===== src/rtl/dmux_stream_pkg.sv =====
// Shared definitions for the dmux_stream block: FSM encodings and drop-counter helpers.
package dmux_stream_pkg;

  localparam logic [0:0] DMUX_IDLE   = 1'b0;
  localparam logic [0:0] DMUX_LOCKED = 1'b1;

  localparam int DROP_CNT_W = 8;

  // Saturating increment; the counter parks at all-ones.
  function automatic logic [DROP_CNT_W-1:0] sat_inc(input logic [DROP_CNT_W-1:0] v);
    if (v == {DROP_CNT_W{1'b1}}) begin
      sat_inc = v;
    end else begin
      sat_inc = v + DROP_CNT_W'(1);
    end
  endfunction

endpackage


===== src/rtl/dmux_stream_slot.sv =====
// One-entry output register for a single channel: a load wins over a pop, so a
// simultaneous pop and load keeps the slot full with no bubble.
module dmux_stream_slot #(
  parameter int WIDTH = 16
) (
  input  logic             clk,
  input  logic             reset,
  input  logic             i_load,
  input  logic [WIDTH-1:0] i_data,
  input  logic             i_ready,
  output logic [WIDTH-1:0] o_data,
  output logic             o_valid
);

  logic [WIDTH-1:0] r_data;
  logic             r_valid;

  // Data/valid register with load-over-pop priority.
  always_ff @(posedge clk) begin
    if (reset) begin
      r_data  <= {WIDTH{1'b0}};
      r_valid <= 1'b0;
    end else if (i_load) begin
      r_data  <= i_data;
      r_valid <= 1'b1;
    end else if (r_valid && i_ready) begin
      r_valid <= 1'b0;
    end
  end

  assign o_data  = r_data;
  assign o_valid = r_valid;

endmodule


===== src/rtl/dmux_stream.sv =====
// Registered valid/ready demultiplexer routing one input stream to NCHAN
// one-entry channel slots, with optional per-packet routing lock.
module dmux_stream
  import dmux_stream_pkg::*;
#(
  parameter  int WIDTH = 16,
  parameter  int NCHAN = 4,
  localparam int SELW  = $clog2(NCHAN)
) (
  input  logic                   clk,
  input  logic                   reset,
  input  logic [WIDTH-1:0]       in_data,
  input  logic [SELW-1:0]        in_sel,
  input  logic                   in_valid,
  input  logic                   in_last,
  input  logic                   lock_en,
  output logic                   in_ready,
  output logic [NCHAN*WIDTH-1:0] out_data,
  output logic [NCHAN-1:0]       out_valid,
  input  logic [NCHAN-1:0]       out_ready,
  output logic [DROP_CNT_W-1:0]  drop_count
);

  localparam int NSLOT = 1 << SELW;

  logic [0:0]            r_state;
  logic [SELW-1:0]       r_lock_sel;
  logic [DROP_CNT_W-1:0] r_drop_cnt;

  logic [SELW-1:0]  w_target;
  logic [NSLOT-1:0] w_tgt_ready;
  logic [NSLOT-1:0] w_tgt_oob;
  logic [NCHAN-1:0] w_load;
  logic             w_accept;
  logic             w_drop;

  // Target channel: frozen to the latched select while a packet is locked.
  always_comb begin
    w_target = in_sel;
    if (r_state == DMUX_LOCKED) begin
      w_target = r_lock_sel;
    end else begin
      w_target = in_sel;
    end
  end

  // Select codes past the last channel always accept and are discarded.
  for (genvar k = 0; k < NSLOT; k++) begin : g_tgt
    if (k < NCHAN) begin : g_real
      assign w_tgt_ready[k] = !out_valid[k] || out_ready[k];
      assign w_tgt_oob[k]   = 1'b0;
    end else begin : g_oob
      assign w_tgt_ready[k] = 1'b1;
      assign w_tgt_oob[k]   = 1'b1;
    end
  end

  assign in_ready = w_tgt_ready[w_target];
  assign w_accept = in_valid && in_ready;
  assign w_drop   = w_accept && w_tgt_oob[w_target];

  for (genvar k = 0; k < NCHAN; k++) begin : g_slot
    assign w_load[k] = w_accept && (w_target == SELW'(k));

    dmux_stream_slot #(
      .WIDTH (WIDTH)
    ) u_slot (
      .clk     (clk),
      .reset   (reset),
      .i_load  (w_load[k]),
      .i_data  (in_data),
      .i_ready (out_ready[k]),
      .o_data  (out_data[k*WIDTH +: WIDTH]),
      .o_valid (out_valid[k])
    );
  end

  // Packet lock FSM; a single-beat packet never leaves IDLE.
  always_ff @(posedge clk) begin
    if (reset) begin
      r_state    <= DMUX_IDLE;
      r_lock_sel <= {SELW{1'b0}};
    end else begin
      case (r_state)
        DMUX_IDLE: begin
          if (w_accept && lock_en && !in_last) begin
            r_state    <= DMUX_LOCKED;
            r_lock_sel <= in_sel;
          end
        end
        DMUX_LOCKED: begin
          if (w_accept && in_last) begin
            r_state <= DMUX_IDLE;
          end
        end
        default: begin
          r_state <= DMUX_IDLE;
        end
      endcase
    end
  end

  // Saturating count of discarded beats.
  always_ff @(posedge clk) begin
    if (reset) begin
      r_drop_cnt <= {DROP_CNT_W{1'b0}};
    end else if (w_drop) begin
      r_drop_cnt <= sat_inc(r_drop_cnt);
    end
  end

  assign drop_count = r_drop_cnt;

endmodule


===== config.mk =====
export PLATFORM = sky130hd
export DESIGN_NAME = dmux_stream
export DESIGN_NICKNAME = d
export VERILOG_FILES = /design/src/rtl/dmux_stream_pkg.sv /design/src/rtl/dmux_stream_slot.sv /design/src/rtl/dmux_stream.sv
export SDC_FILE = /design/constraint.sdc
export NUM_CORES = 1
export LEC_CHECK = 0
export ABC_AREA = 0
export ABC_CLOCK_PERIOD_IN_PS = 2410
export BUFFER_PORTS_ARGS = -buffer_cell sky130_fd_sc_hd__buf_2
export CAP_MARGIN = 40
export CORE_UTILIZATION = 30
export CTS_CLUSTER_SIZE = 16
export DETAILED_ROUTE_END_ITERATION = 8
export GPL_TIMING_DRIVEN = 0
export HOLD_SLACK_MARGIN = 0.1
export SYNTH_ARGS = -nofsm -noshare
export SYNTH_HDL_FRONTEND = slang
export SYNTH_HIERARCHICAL = 1
export SYNTH_SLANG_ARGS = --single-unit

===== constraint.sdc =====
create_clock -name clk -period 2.41 [get_ports clk]
set_input_delay 0.482 -clock clk [delete_from_list [all_inputs] [get_ports clk]]
set_output_delay 0.482 -clock clk [all_outputs]
set_load 0.005 [all_outputs]

==> impl_results.html <==
<table>
<tr><th>Metric</th><th>Value</th></tr>
<tr><th colspan="2">Setup path</th></tr>
<tr><td>Library cell appearing most often on the critical path</td><td>sky130_fd_sc_hd__mux2i_4</td></tr>
<tr><td>Arrival time of the worst setup path</td><td>around 1.8 ns</td></tr>
<tr><td>Kind of end point of the critical path</td><td>output port</td></tr>
<tr><td>Kind of cell with the highest combined delay on the critical path</td><td>multiplexers</td></tr>
<tr><td>Master of the slowest instance on the critical path</td><td>sky130_fd_sc_hd__dfxtp_2</td></tr>
<tr><td>Largest fanout on the critical path</td><td>6</td></tr>
<tr><td>Critical path type</td><td>reg2out</td></tr>
<tr><td>Type of element launching the critical path</td><td>register</td></tr>
<tr><td>Highest cell delay on the worst timing path</td><td>about 0.4 ns</td></tr>
<tr><td>Required time at the endpoint of the critical path</td><td>1.93 ns</td></tr>
<tr><td>Buffers and inverters on the worst path</td><td>1</td></tr>
<tr><td>Ordered cell list for the critical path</td><td>mux2i_4, mux2_4, mux2i_4, buf_2</td></tr>
<tr><th colspan="2">Global route</th></tr>
<tr><td>GR Layer Usage met2</td><td>0.209</td></tr>
<tr><td>Layer with the highest usage after global routing</td><td>met2</td></tr>
<tr><td>Pin count of the biggest net entering global routing</td><td>14</td></tr>
<tr><td>Grt met1 use</td><td>0.189</td></tr>
<tr><td>Overall track demand over capacity in global routing</td><td>0.145</td></tr>
<tr><td>Via count of the first global-routing pass</td><td>2028</td></tr>
<tr><td>Total grt overflow</td><td>0</td></tr>
<tr><td>First-pass GRT wire length</td><td>~11 mm</td></tr>
<tr><td>Initial antenna violation count</td><td>0</td></tr>
<tr><td>Met3 usage in global routing</td><td>0.0560</td></tr>
<tr><th colspan="2">Logic synthesis</th></tr>
<tr><td>Yosys warning count</td><td>6</td></tr>
<tr><td>Most common flop cell mapped by yosys</td><td>sky130_fd_sc_hd__dfxtp_1</td></tr>
<tr><td>Number of synthesized flops with an enable pin</td><td>0</td></tr>
<tr><td>Total standard cell area after synthesis</td><td>between 2000 and 3000 µm²</td></tr>
<tr><td>Post-synthesis instance total</td><td>~260</td></tr>
<tr><td>Total of flip-flops plus latches after synthesis</td><td>71</td></tr>
<tr><td>Unique cell type count in the Yosys netlist</td><td>26</td></tr>
<tr><td>Sequential-to-total area share from yosys stat</td><td>0.504</td></tr>
<tr><td>Syn Area/Cell</td><td>around 11 µm²</td></tr>
<tr><td>Fraction of registers with async set/reset</td><td>0</td></tr>
<tr><th colspan="2">Finish</th></tr>
<tr><td>Total inserted antenna cells</td><td>0</td></tr>
<tr><td>Synth-to-layout area growth</td><td>31.7%</td></tr>
<tr><td>Count of non-filler cells in the finished layout</td><td>a little under 500</td></tr>
<tr><td>FILL cells</td><td>876</td></tr>
<tr><td>Number of nets in the final layout</td><td>between 400 and 500</td></tr>
<tr><td>Design area</td><td>about 3700 µm²</td></tr>
<tr><td>Layout cell share with drive strength beyond 1</td><td>0.374</td></tr>
<tr><th colspan="2">Clock network</th></tr>
<tr><td>Maximum root-to-sink buffer count</td><td>2</td></tr>
<tr><td>Clock latency reported for the late side of the worst-skew pair</td><td>0.34 ns</td></tr>
<tr><td>Number of buffers added to fix hold violations after cts</td><td>0</td></tr>
<tr><td>Post CTS Setup Buffer Count</td><td>0</td></tr>
<tr><td>Worst-path clk slew</td><td>approximately 0.07 ns</td></tr>
<tr><td>Clock tree from TritonCTS</td><td>built</td></tr>
<tr><td>Post_cts resized</td><td>0</td></tr>
<tr><td>Clock net sink count</td><td>71</td></tr>
<tr><td>Clock H-tree levels</td><td>3</td></tr>
<tr><td>Root buffer cell</td><td>sky130_fd_sc_hd__clkbuf_8</td></tr>
<tr><td>Inserted Clock Buffers</td><td>9</td></tr>
<tr><th colspan="2">Pwr</th></tr>
<tr><td>Total power divided by cell area</td><td>about 730 nW/µm²</td></tr>
<tr><td>Power spent charging and discharging nets</td><td>around 0.64 mW</td></tr>
<tr><td>Reported leakage power</td><td>between 1.5 and 2 nW</td></tr>
<tr><td>Fraction of power spent switching nets</td><td>0.237</td></tr>
<tr><td>Sequential group share of total power</td><td>0.461</td></tr>
<tr><td>Share of total power in the clock network</td><td>0.423</td></tr>
<tr><td>Peak supply drop</td><td>about 0.3 mV</td></tr>
<tr><td>Part of the power in combinational logic</td><td>0.115</td></tr>
<tr><td>Internal power contribution</td><td>slightly above 2 mW</td></tr>
<tr><td>Total power of the final layout</td><td>between 2 and 3 mW</td></tr>
<tr><th colspan="2">Route</th></tr>
<tr><td>Count of unresolved DRC violations after routing</td><td>0</td></tr>
<tr><td>Vias after detailed routing</td><td>2171</td></tr>
<tr><td>Drt via density</td><td>4.43</td></tr>
<tr><td>DR iter-0 viols</td><td>just over 90</td></tr>
<tr><td>First-pass iteration count of the detailed router</td><td>4</td></tr>
<tr><td>Drt wl/cell</td><td>approximately 14 µm</td></tr>
<tr><td>Routed WL</td><td>6.92 mm</td></tr>
<tr><td>Antenna Nets Post-Route</td><td>0</td></tr>
<tr><th colspan="2">STA</th></tr>
<tr><td>Shortest clock period the worst path allows after layout</td><td>~2.3 ns</td></tr>
<tr><td>Final count of pins violating max slew</td><td>0</td></tr>
<tr><td>Final worst-path cycle share</td><td>0.936</td></tr>
<tr><td>Final Setup Violations</td><td>0</td></tr>
<tr><td>Worst hold slack</td><td>0.332 ns</td></tr>
<tr><td>Sum Neg Setup Slack</td><td>0 ns</td></tr>
<tr><td>Achievable Freq</td><td>between 400 and 500 MHz</td></tr>
<tr><td>Post-Route Skew</td><td>approximately 0.013 ns</td></tr>
<tr><td>RSZ-0062 raised after global routing</td><td>false</td></tr>
<tr><td>Final hold violation count</td><td>0</td></tr>
<tr><th colspan="2">Job</th></tr>
<tr><td>Max-cap violations</td><td>0</td></tr>
<tr><th colspan="2">Floorplanning</th></tr>
<tr><td>CORE AREA</td><td>a little under 9000 µm²</td></tr>
<tr><td>Die span in y</td><td>slightly below 100 µm</td></tr>
<tr><td>Die outline width</td><td>between 90 and 100 µm</td></tr>
<tr><td>Initial core utilization</td><td>0.317</td></tr>
<tr><td>Count of pins on the block boundary</td><td>104</td></tr>
<tr><td>Die area</td><td>just under 10000 µm²</td></tr>
<tr><td>Core Rows</td><td>34</td></tr>
<tr><th colspan="2">Place</th></tr>
<tr><td>Detailed placement HPWL</td><td>between 4 and 5 mm</td></tr>
<tr><td>Instance area at placement</td><td>~3500 µm²</td></tr>
<tr><td>Routability congestion estimate from global placement</td><td>0.817</td></tr>
<tr><td>Cell count after placement</td><td>roughly 470</td></tr>
<tr><td>Buffers added on ports</td><td>95</td></tr>
<tr><th colspan="2">Status</th></tr>
<tr><td>Status</td><td>completed</td></tr>
<tr><th colspan="2">Worst hold path</th></tr>
<tr><td>Class of the most critical hold timing path</td><td>in2reg</td></tr>
</table>
## layout make-up
class / count / area, µm² / area share
flip-flops and latches: 71 / 1420 / 0.383
clock inverters: 7 / 121 / 0.0327
inverters: 5 / 18.8 / 0.00506
plain buffers: 24 / 225 / 0.0607
multi-input cells: 171 / 1190 / 0.320
well taps: 108 / 135 / 0.0364
repair buffers: 95 / 475 / 0.128
clock buffers: 9 / 124 / 0.0334
## registers in the layout, indices dropped and copies added (netlist names)
register / cells
g_slot.u_slot/o_data: 64
g_slot.u_slot/o_valid: 4
r_lock_sel: 2
r_state: 1
## path summary, 6_finish.rpt
| check | startpoint | to | slack, ns | cells past startpoint |
|---|---|---|---|---|
| max | r_state | in_ready | 0.15 | 4 |
| min | in_last | r_state | 0.33 | 2 |
| max reg2reg | r_state | g_slot[0].u_slot/o_data[12] | 0.59 | 7 |
| min reg2reg | g_slot[2].u_slot/o_valid | g_slot[2].u_slot/o_valid | 0.49 | 2 |
## power groups by stage
stage                     registers (mW)  logic [mW]  clock network, mW
after floorplan                     1.28       0.184                  0
after global placement              1.28       0.308                  0
after detailed placement            1.28       0.312                  0
after CTS                           1.25       0.313               1.18
after global routing                1.26       0.341               1.23
final                               1.25       0.313               1.15
## cells in the final DEF, fill, tap and decap left out, types with 2 or more instances in the layout
cell type and instances:
sky130_fd_sc_hd__dfxtp_1 70, sky130_fd_sc_hd__conb_1 8, sky130_fd_sc_hd__buf_4 8, sky130_fd_sc_hd__a21oi_1 4, sky130_fd_sc_hd__mux2_4 2, sky130_fd_sc_hd__nand2b_1 4, sky130_fd_sc_hd__mux2i_1 65, sky130_fd_sc_hd__buf_12 4
sky130_fd_sc_hd__clkinv_4 3, sky130_fd_sc_hd__nand2_1 2, sky130_fd_sc_hd__nor3_1 4, sky130_fd_sc_hd__nor2_1 66, sky130_fd_sc_hd__mux2i_4 2, sky130_fd_sc_hd__inv_1 5, sky130_fd_sc_hd__nor2b_1 4, sky130_fd_sc_hd__buf_6 4
sky130_fd_sc_hd__nor3b_1 2, sky130_fd_sc_hd__buf_2 103, sky130_fd_sc_hd__clkbuf_8 9, sky130_fd_sc_hd__bufinv_16 3
## synthesized netlist by cell type (all sizes together), types with 2 or more instances
| master | count | area [µm²] |
|---|---|---|
| mux2i | 67 | 687 |
| nand2b | 4 | 25.0 |
| nor3b | 2 | 15.0 |
| inv | 5 | 18.8 |
| a21oi | 4 | 20.0 |
| nand2 | 2 | 7.51 |
| nor2b | 4 | 25.0 |
| buf | 24 | 225 |
| dfxtp | 71 | 1420 |
| mux2 | 3 | 41.3 |
| nor2 | 66 | 248 |
| nor3 | 5 | 30.0 |
## through the flow
stage          utilization  setup WS, ns
6_report             0.417         0.154
5_1_grt              0.417        0.0651
4_1_cts              0.416       0.00774
3_5_place_dp         0.389         0.318
3_3_place_gp         0.389         0.335
2_1_floorplan            -         0.642
## cell families after synthesis
group | count (synthesis) | share of synthesized area
AND/OR/NAND/NOR | 85 | 0.130
flip-flops | 71 | 0.504
multiplexers | 70 | 0.258
buffers and inverters | 29 | 0.0866
AO/OA/AOI/OAI | 8 | 0.0191
other | 1 | 0.00133
## layer usage
metal / vias to the layer above / wire length [µm]
met5: - / 0
met4: 0 / 122
met3: 13 / 566
met2: 78 / 3000
met1: 989 / 3230
li1: 1091 / -
Power figures use the tool's default switching activity.
